[src/rtl/pmod_bus_responder.sv]
// Far-end responder for the micro1 8-bit PMOD bus. It answers four-phase
// address/data handshakes from an internal byte memory and owns the bus enables.
module pmod_bus_responder #(
  parameter int ADDR_W  = 8,
  parameter int TIMEOUT = 1000
) (
  input  logic        clk_100mhz,
  input  logic        rst_n,
  input  logic        req_in,
  input  logic        we_in,
  input  logic [7:0]  bus_in,
  output logic        ack_out,
  output logic [7:0]  bus_out,
  output logic [7:0]  bus_oe,
  output logic        err,
  output logic [15:0] txn_count
);

  localparam int TMO_W = $clog2(TIMEOUT);

  typedef enum logic [2:0] {
    ST_IDLE      = 3'd0,
    ST_ADDR_ACK  = 3'd1,
    ST_WAIT_DATA = 3'd2,
    ST_WR_ACK    = 3'd3,
    ST_RD_SETUP  = 3'd4,
    ST_RD_ACK    = 3'd5
  } state_t;

  logic              req_meta_r;
  logic              req_sync_r;
  logic              req_dly_r;
  logic              rise_s;
  logic              fall_s;
  state_t            state_r;
  state_t            state_nxt_s;
  logic [ADDR_W-1:0] addr_r;
  logic              we_r;
  logic [TMO_W-1:0]  tmo_cnt_r;
  logic              ack_r;
  logic [7:0]        bus_out_r;
  logic [7:0]        bus_oe_r;
  logic              err_r;
  logic [15:0]       txn_r;
  logic [7:0]        mem_r [0:(2**ADDR_W)-1];

  logic              latch_s;
  logic              addr_done_s;
  logic              mem_wr_s;
  logic              rd_load_s;
  logic              ack_set_s;
  logic              tmo_hit_s;
  logic              done_s;

  // Request synchronizer; resetting high means a request held through reset is not a rise.
  always_ff @(posedge clk_100mhz or negedge rst_n) begin
    if (!rst_n) begin
      req_meta_r <= 1'b1;
      req_sync_r <= 1'b1;
      req_dly_r  <= 1'b1;
    end else begin
      req_meta_r <= req_in;
      req_sync_r <= req_meta_r;
      req_dly_r  <= req_sync_r;
    end
  end

  assign rise_s = req_sync_r & ~req_dly_r;
  assign fall_s = ~req_sync_r & req_dly_r;

  // Next-state decode and one-cycle action strobes for the datapath registers.
  always_comb begin
    state_nxt_s = state_r;
    latch_s     = 1'b0;
    addr_done_s = 1'b0;
    mem_wr_s    = 1'b0;
    rd_load_s   = 1'b0;
    ack_set_s   = 1'b0;
    tmo_hit_s   = 1'b0;
    done_s      = 1'b0;
    case (state_r)
      ST_IDLE: begin
        if (rise_s) begin
          latch_s     = 1'b1;
          ack_set_s   = 1'b1;
          state_nxt_s = ST_ADDR_ACK;
        end else begin
          state_nxt_s = ST_IDLE;
        end
      end
      ST_ADDR_ACK: begin
        if (fall_s) begin
          addr_done_s = 1'b1;
          state_nxt_s = ST_WAIT_DATA;
        end else begin
          state_nxt_s = ST_ADDR_ACK;
        end
      end
      ST_WAIT_DATA: begin
        if (rise_s) begin
          if (we_r) begin
            mem_wr_s    = 1'b1;
            ack_set_s   = 1'b1;
            state_nxt_s = ST_WR_ACK;
          end else begin
            rd_load_s   = 1'b1;
            state_nxt_s = ST_RD_SETUP;
          end
        end else if (tmo_cnt_r == TMO_W'(TIMEOUT - 1)) begin
          tmo_hit_s   = 1'b1;
          state_nxt_s = ST_IDLE;
        end else begin
          state_nxt_s = ST_WAIT_DATA;
        end
      end
      // Read data is already on the bus; ack one cycle later gives it setup time.
      ST_RD_SETUP: begin
        ack_set_s   = 1'b1;
        state_nxt_s = ST_RD_ACK;
      end
      ST_WR_ACK, ST_RD_ACK: begin
        if (fall_s) begin
          done_s      = 1'b1;
          state_nxt_s = ST_IDLE;
        end else begin
          state_nxt_s = state_r;
        end
      end
      default: begin
        state_nxt_s = ST_IDLE;
      end
    endcase
  end

  // State, latched transaction context and all registered outputs.
  always_ff @(posedge clk_100mhz or negedge rst_n) begin
    if (!rst_n) begin
      state_r   <= ST_IDLE;
      addr_r    <= {ADDR_W{1'b0}};
      we_r      <= 1'b0;
      tmo_cnt_r <= {TMO_W{1'b0}};
      ack_r     <= 1'b0;
      bus_out_r <= 8'h00;
      bus_oe_r  <= 8'h00;
      err_r     <= 1'b0;
      txn_r     <= 16'h0000;
    end else begin
      state_r <= state_nxt_s;
      if (latch_s) begin
        addr_r <= bus_in[ADDR_W-1:0];
        we_r   <= we_in;
      end
      if (ack_set_s) begin
        ack_r <= 1'b1;
      end else if (addr_done_s || done_s) begin
        ack_r <= 1'b0;
      end
      if (addr_done_s) begin
        tmo_cnt_r <= {TMO_W{1'b0}};
      end else if (state_r == ST_WAIT_DATA) begin
        tmo_cnt_r <= tmo_cnt_r + TMO_W'(1);
      end
      if (rd_load_s) begin
        bus_out_r <= mem_r[addr_r];
        bus_oe_r  <= 8'hFF;
      end else if (done_s) begin
        bus_oe_r  <= 8'h00;
      end
      if (tmo_hit_s) begin
        err_r <= 1'b1;
      end
      if (done_s) begin
        txn_r <= txn_r + 16'd1;
      end
    end
  end

  // Byte memory; deliberately not reset so contents survive rst_n.
  always_ff @(posedge clk_100mhz) begin
    if (mem_wr_s) begin
      mem_r[addr_r] <= bus_in;
    end
  end

  assign ack_out   = ack_r;
  assign bus_out   = bus_out_r;
  assign bus_oe    = bus_oe_r;
  assign err       = err_r;
  assign txn_count = txn_r;

endmodule

[config.mk]
export PLATFORM = sky130hd
export DESIGN_NAME = pmod_bus_responder
export DESIGN_NICKNAME = d
export VERILOG_FILES = /design/src/rtl/pmod_bus_responder.sv
export SDC_FILE = /design/constraint.sdc
export NUM_CORES = 2
export LEC_CHECK = 0
export CORE_MARGIN = 4
export CORE_UTILIZATION = 25
export DETAILED_ROUTE_END_ITERATION = 16
export SLEW_MARGIN = 10
export SYNTH_ARGS = -nofsm -noshare
export SYNTH_HDL_FRONTEND = slang
export SYNTH_SLANG_ARGS = --single-unit
[constraint.sdc]
create_clock -name clk_100mhz -period 2.7 [get_ports clk_100mhz]
set_input_delay 0.54 -clock clk_100mhz [delete_from_list [all_inputs] [get_ports clk_100mhz]]
set_output_delay 0.54 -clock clk_100mhz [all_outputs]
set_load 0.03 [all_outputs]
## Word level (Yosys, flattened, before mapping)

Memory sizes are Yosys's and may differ from the RTL's. A register that Yosys moved wholly into a read port is not among the register bits.
Cells that the tools add are included.

- Memories kept: 1
- Register bits after elaboration: 51
- RAM bits: 2048
- Input port bits: 12
- Latch bits: 0
- Logic and storage cells: 62
- Bits in read-only memories: 0

- Equality and inequality tests: 7
- Multiplexer cells: 30
- Magnitude comparators: 0
- Bitwise operators: 4
- $add $sub $neg: 2
- Divide/modulo/power cells: 0
- Shifts and indexed selects: 0
- Reduce and logical (&&, ||, !) cells: 7
- Multipliers: 0

Memories:

| memory | depth | width | read ports | clocked after memory_dff | write ports | RTL line | RTL |
|---|---|---|---|---|---|---|---|
| mem_r | 256 | 8 | 1 | 1 | 1 | 45 | `logic [7:0] mem_r [0:(2**ADDR_W)-1];` |

Operators with widths:

| kind | number |
|---|---|
| 2-to-1 mux 10 bit | 2 |
| 2-to-1 mux 1 bit | 19 |
| adder 16 x 1 -> 16 bit, second input constant | 1 |
| 2-to-1 mux 8 bit | 2 |
| case mux 3 bit (5 select lines) | 1 |
| adder 10 x 1 -> 10 bit, second input constant | 1 |
| equality test 10 bit, second input constant | 1 |
| 2-to-1 mux 3 bit | 3 |
| equality test 3 x 2 -> 1 bit, second input constant | 2 |
| equality test 3 bit, second input constant | 2 |
| nonzero test 2 bit | 3 |
| 2-to-1 mux 2 bit | 2 |
| equality test 3 x 1 -> 1 bit, second input constant | 1 |
| zero test 3 bit | 1 |
| case mux 1 bit (3 select lines) | 1 |
| AND 1 bit | 2 |
| != test 2 bit, second input constant | 1 |
| inverter 1 bit | 2 |
| OR reduction 2 bit | 1 |
| zero test 1 bit | 1 |
| logical OR 1 bit | 1 |

## Longest topological paths before layout

- Depth after elaboration: 7
- Mapped depth: 13

## Worst setup path after synthesis

No wires, ideal clock.

- Path kind: register -> register
- From: register addr_r[1]
- To: memory mem_r[104][0], enable pin
- Arrival: 2.553 ns
- Period minus slack after synthesis: 2.924 ns
- Stages on the path, launching flop included: 12
- Library setup time: 0.370 ns
- Path slack: -0.224 ns
- Cells stage by stage: dfrtp_1 -> buf_2 -> buf_4 -> buf_6 -> buf_6 -> buf_4 -> buf_4 -> buf_4 -> nor3_1 -> nand2_1 -> buf_2 -> nor2_1

RTL lines:

| what | RTL line | RTL |
|---|---|---|
| from (decl) | 37 | `logic [ADDR_W-1:0] addr_r;` |
| from (signal assigned) | 139 | `addr_r <= {ADDR_W{1'b0}};` |
| from (signal assigned) | 150 | `addr_r <= bus_in[ADDR_W-1:0];` |
| to (decl) | 45 |  |

Straight into the memory's write port.

==> summary.md <==
| Metric | Value |
|---|---|
| Fillers | `30730` |
| Setup crit end kind | `flop` |
| Clk buf depth | `3` |
| Clock skew | `0.06763 ns` |
| Minimum clock period | `2.888 ns` |
| Top post-synthesis cells by area | `edfxtp_1 (75%), mux4_2 (13%), mux2i_1 (1.9%), dfrtp_1 (1.5%), nor2_1 (1.4%)` |
| Net count, final | `4771` |
| TritonCTS buffer count | `208` |
| Power density over cell area | `963.2 nW/µm²` |
| CTS H-tree depth | `4` |
| Max_cap viols | `0` |
| Layout cells sized above 1 | `0.3767` |
| Final non-filler cell area | `103000 µm²` |
| Failing checks | `negative setup slack` |
| Average size of a mapped cell | `20.77 µm²` |
| WP data required | `3.45 ns` |
| Leak pwr | `0.03289 µW` |
| Top cell type's share of synthesized area | `0.7509` |
| Worst VDD drop | `703.4 µV` |
| DRC Markers | `0` |
| # rows | `around 210` |
| Core Region | `325000 µm²` |
| I/O Buffers | `45` |
| Flop2flop setup slack | `-0.19 ns` |
| Routed Wire Length | `226000 µm` |
| Reg2reg end | `bus_out[2]` |
| Status | `complete, but fails checks` |
| Crit path kind | `reg2reg` |
| Seq/Total Area, Yosys | `0.7669` |
| Pin count of the biggest net entering global routing | `approximately 110` |
| Final hold vios | `0` |
| CP Launch Point | `addr_r[0]` |
| Main synth FF type | `edfxtp_1` |
| Initial core utilization | `0.2520` |
| Clk sink count | `2100` |
| Register bit count reported by yosys | `2100` |
| Final Non-Filler Cells | `9263` |
| DR iter-0 viols | `5412` |
| Post-DP Area | `about 94000 µm²` |
| Post-DP HPWL | `148800 µm` |
| CTS tree | `yes` |
| Final worst slack | `-0.1877 ns` |
| Average routed wire per standard cell | `24.39 µm` |
| Critical Path Start Type | `flop` |
| Worst reg2reg path startpoint | `addr_r[0]` |
| Final GP Congestion | `0.8535` |
| Synth area leader | `edfxtp_1` |
| Crit path to | `bus_out[2]` |
| Reg clk slew, reported paths | `0.06 ns` |
| First-pass GRT wire length | `around 330000 µm` |
| Clock Tree Root | `clkbuf_16` |
| Area Overhead vs Synth | `25.76%` |
| Syn Inst Count | `3944` |
| Relative slew slack | `0.4988` |
| Max-slew violations | `0` |
| Syn Nets | `slightly below 4000` |
| Most common cell after layout, fill and taps aside | `edfxtp_1` |
| Gr usage total | `0.1309` |
| Ys async rst share | `0.02476` |
| Via count | `between 40000 and 50000` |
| Antenna-violating nets left | `0` |
| Die Span X | `around 580 µm` |
| Remaining Overflow, GRT | `0` |
| Mapped Area | `81900 µm²` |
| Vias in the first global route | `43700` |
| Final period util | `1.070` |
| Final setup fails | `84` |
| Clk Latency, worst-skew pair | `between 0.8 and 0.9 ns` |
| Initial antenna violation count | `5` |
| Worst reg2reg path depth | `12` |
| Synth cell types | `66` |
| Critical-path maximum fanout | `6` |
| Worst-Margin Slew | `0.7517 ns` |
| CP arrival | `3.64 ns` |
| First-pass DRT Iterations | `6` |
| Number of flops mapped to enable cells by yosys | `2048` |
| Synth warn | `0` |
| Via/cell ratio | `around 4.7` |
| Fmax | `346.3 MHz` |
| Cell count after placement | `~8800` |
| Hold crit path type | `in2async` |
| Most frequent cells in the layout | `edfxtp_1 (2048), buf_4 (604), mux4_2 (475)` |
| RSZ-0062 raised after global routing | `true` |
| Die ar. | `336800 µm²` |
| Pre-CTS setup slack | `-0.6536 ns` |
| Die Span Y | `580.4 µm` |
| IO Count | `46` |
critical path, cell delays in order, from the launching register on:
cell and delay, ns:
dfrtp_4 0.52, buf_4 0.16, buf_12 0.14, buf_6 0.14, inv_2 0.10, buf_4 0.23
buf_4 0.15, buf_4 0.20, nand2_1 0.11, a32oi_2 0.38, a21oi_1 0.15, or3_1 0.34
o22ai_2 0.12
worst min-delay path by stage:
stage / startpoint / to / slack, ns / cells after the start
floorplan: rst_n / ack_out / 0.24 / 0
global placement: req_meta_r / req_sync_r / 0.37 / 0
detailed placement: req_meta_r / req_sync_r / 0.36 / 0
CTS: rst_n / ack_out / 0.005 / 2
global route: rst_n / ack_out / 0.04 / 2
finish: rst_n / ack_out / 0.05 / 2
where the power goes:
part,switching (µW),internal [µW]
combinational,18000,15900
clock,12700,16300
sequential,420,36000
cell usage after synthesis, types with 22 or more instances:
cell,n
dfrtp_1,49
nand2_1,112
buf_6,22
edfxtp_1,2048
mux2i_1,159
o21ai_0,29
a22oi_1,58
buf_4,63
a21oi_1,31
and3_1,31
buf_2,76
clkbuf_1,72
mux2_2,25
nor2b_1,26
mux4_2,473
nor2_1,314
nand3_1,40
o22ai_1,63
cell families (layout without fill, tap and decap cells):
logic type	count (synthesis)	count (layout)	share of synthesized area
DFF	2100	2100	0.7669
muxes	659	659	0.1536
and+or+nand+nor	608	608	0.03312
AOI/OAI and AO/OA	304	304	0.02619
buffers and inverters	247	1238	0.01739
xor gates and xnor gates	24	24	0.002567
adders and majority gates	2	2	0.0003055
other	0	3	0
per-stage QoR:
stage,setup TNS (ns),hold WS [ns],total power (µW),utilization
2_1_floorplan,-90.10,0.2444,53400,-
3_3_place_gp,-4.289,0.3658,67100,0.2893
3_5_place_dp,-3.887,0.3561,67170,0.2893
4_1_cts,-1.499,0.004559,98170,0.3138
5_1_grt,-11.62,0.04330,102600,0.3169
6_report,-2.005,0.04939,99210,0.3169
flip-flops by register name, summed over array words and instances (netlist names), 3 cells and up:
register and cells:
bus_out 8, mem_r 2048, addr_r 8, txn_count 16, tmo_cnt_r 10, state_r 3
area by class of cell:
cell class	count	area, µm²	area share
Timing Repair Buffer	843	8691	0.08438
Tap cell	4325	5411	0.05254
Sequential cell	2100	62820	0.6099
Antenna cell	3	7.507	0.00007289
Multi-Input combinational cell	1597	19140	0.1859
Inverter	7	26.28	0.0002551
Clock inverter	152	1589	0.01543
Clock buffer	236	5310	0.05155
layer usage:
| layer | vias to the layer above | share of wire | wire length, µm | track usage |
|---|---|---|---|---|
| met5 | - | 0.000031 | 7 | 0 |
| met4 | 2 | 0.036 | 8222 | 0.04684 |
| met3 | 387 | 0.075 | 17000 | 0.02519 |
| met2 | 1828 | 0.48 | 108600 | 0.2111 |
| met1 | 23040 | 0.41 | 92080 | 0.1762 |
| li1 | 18010 | - | - | - |
what timing repair did:
item,4_1_cts,5_1_grt
hold buffers,2,0
pin swaps,17,41
resized for setup,167,151
setup endpoints to repair,107,334
endpoints found under the hold margin,62,0
buffers inserted,12,28
cloned,7,3
Note: power is estimated with default switching activity, not from simulation.
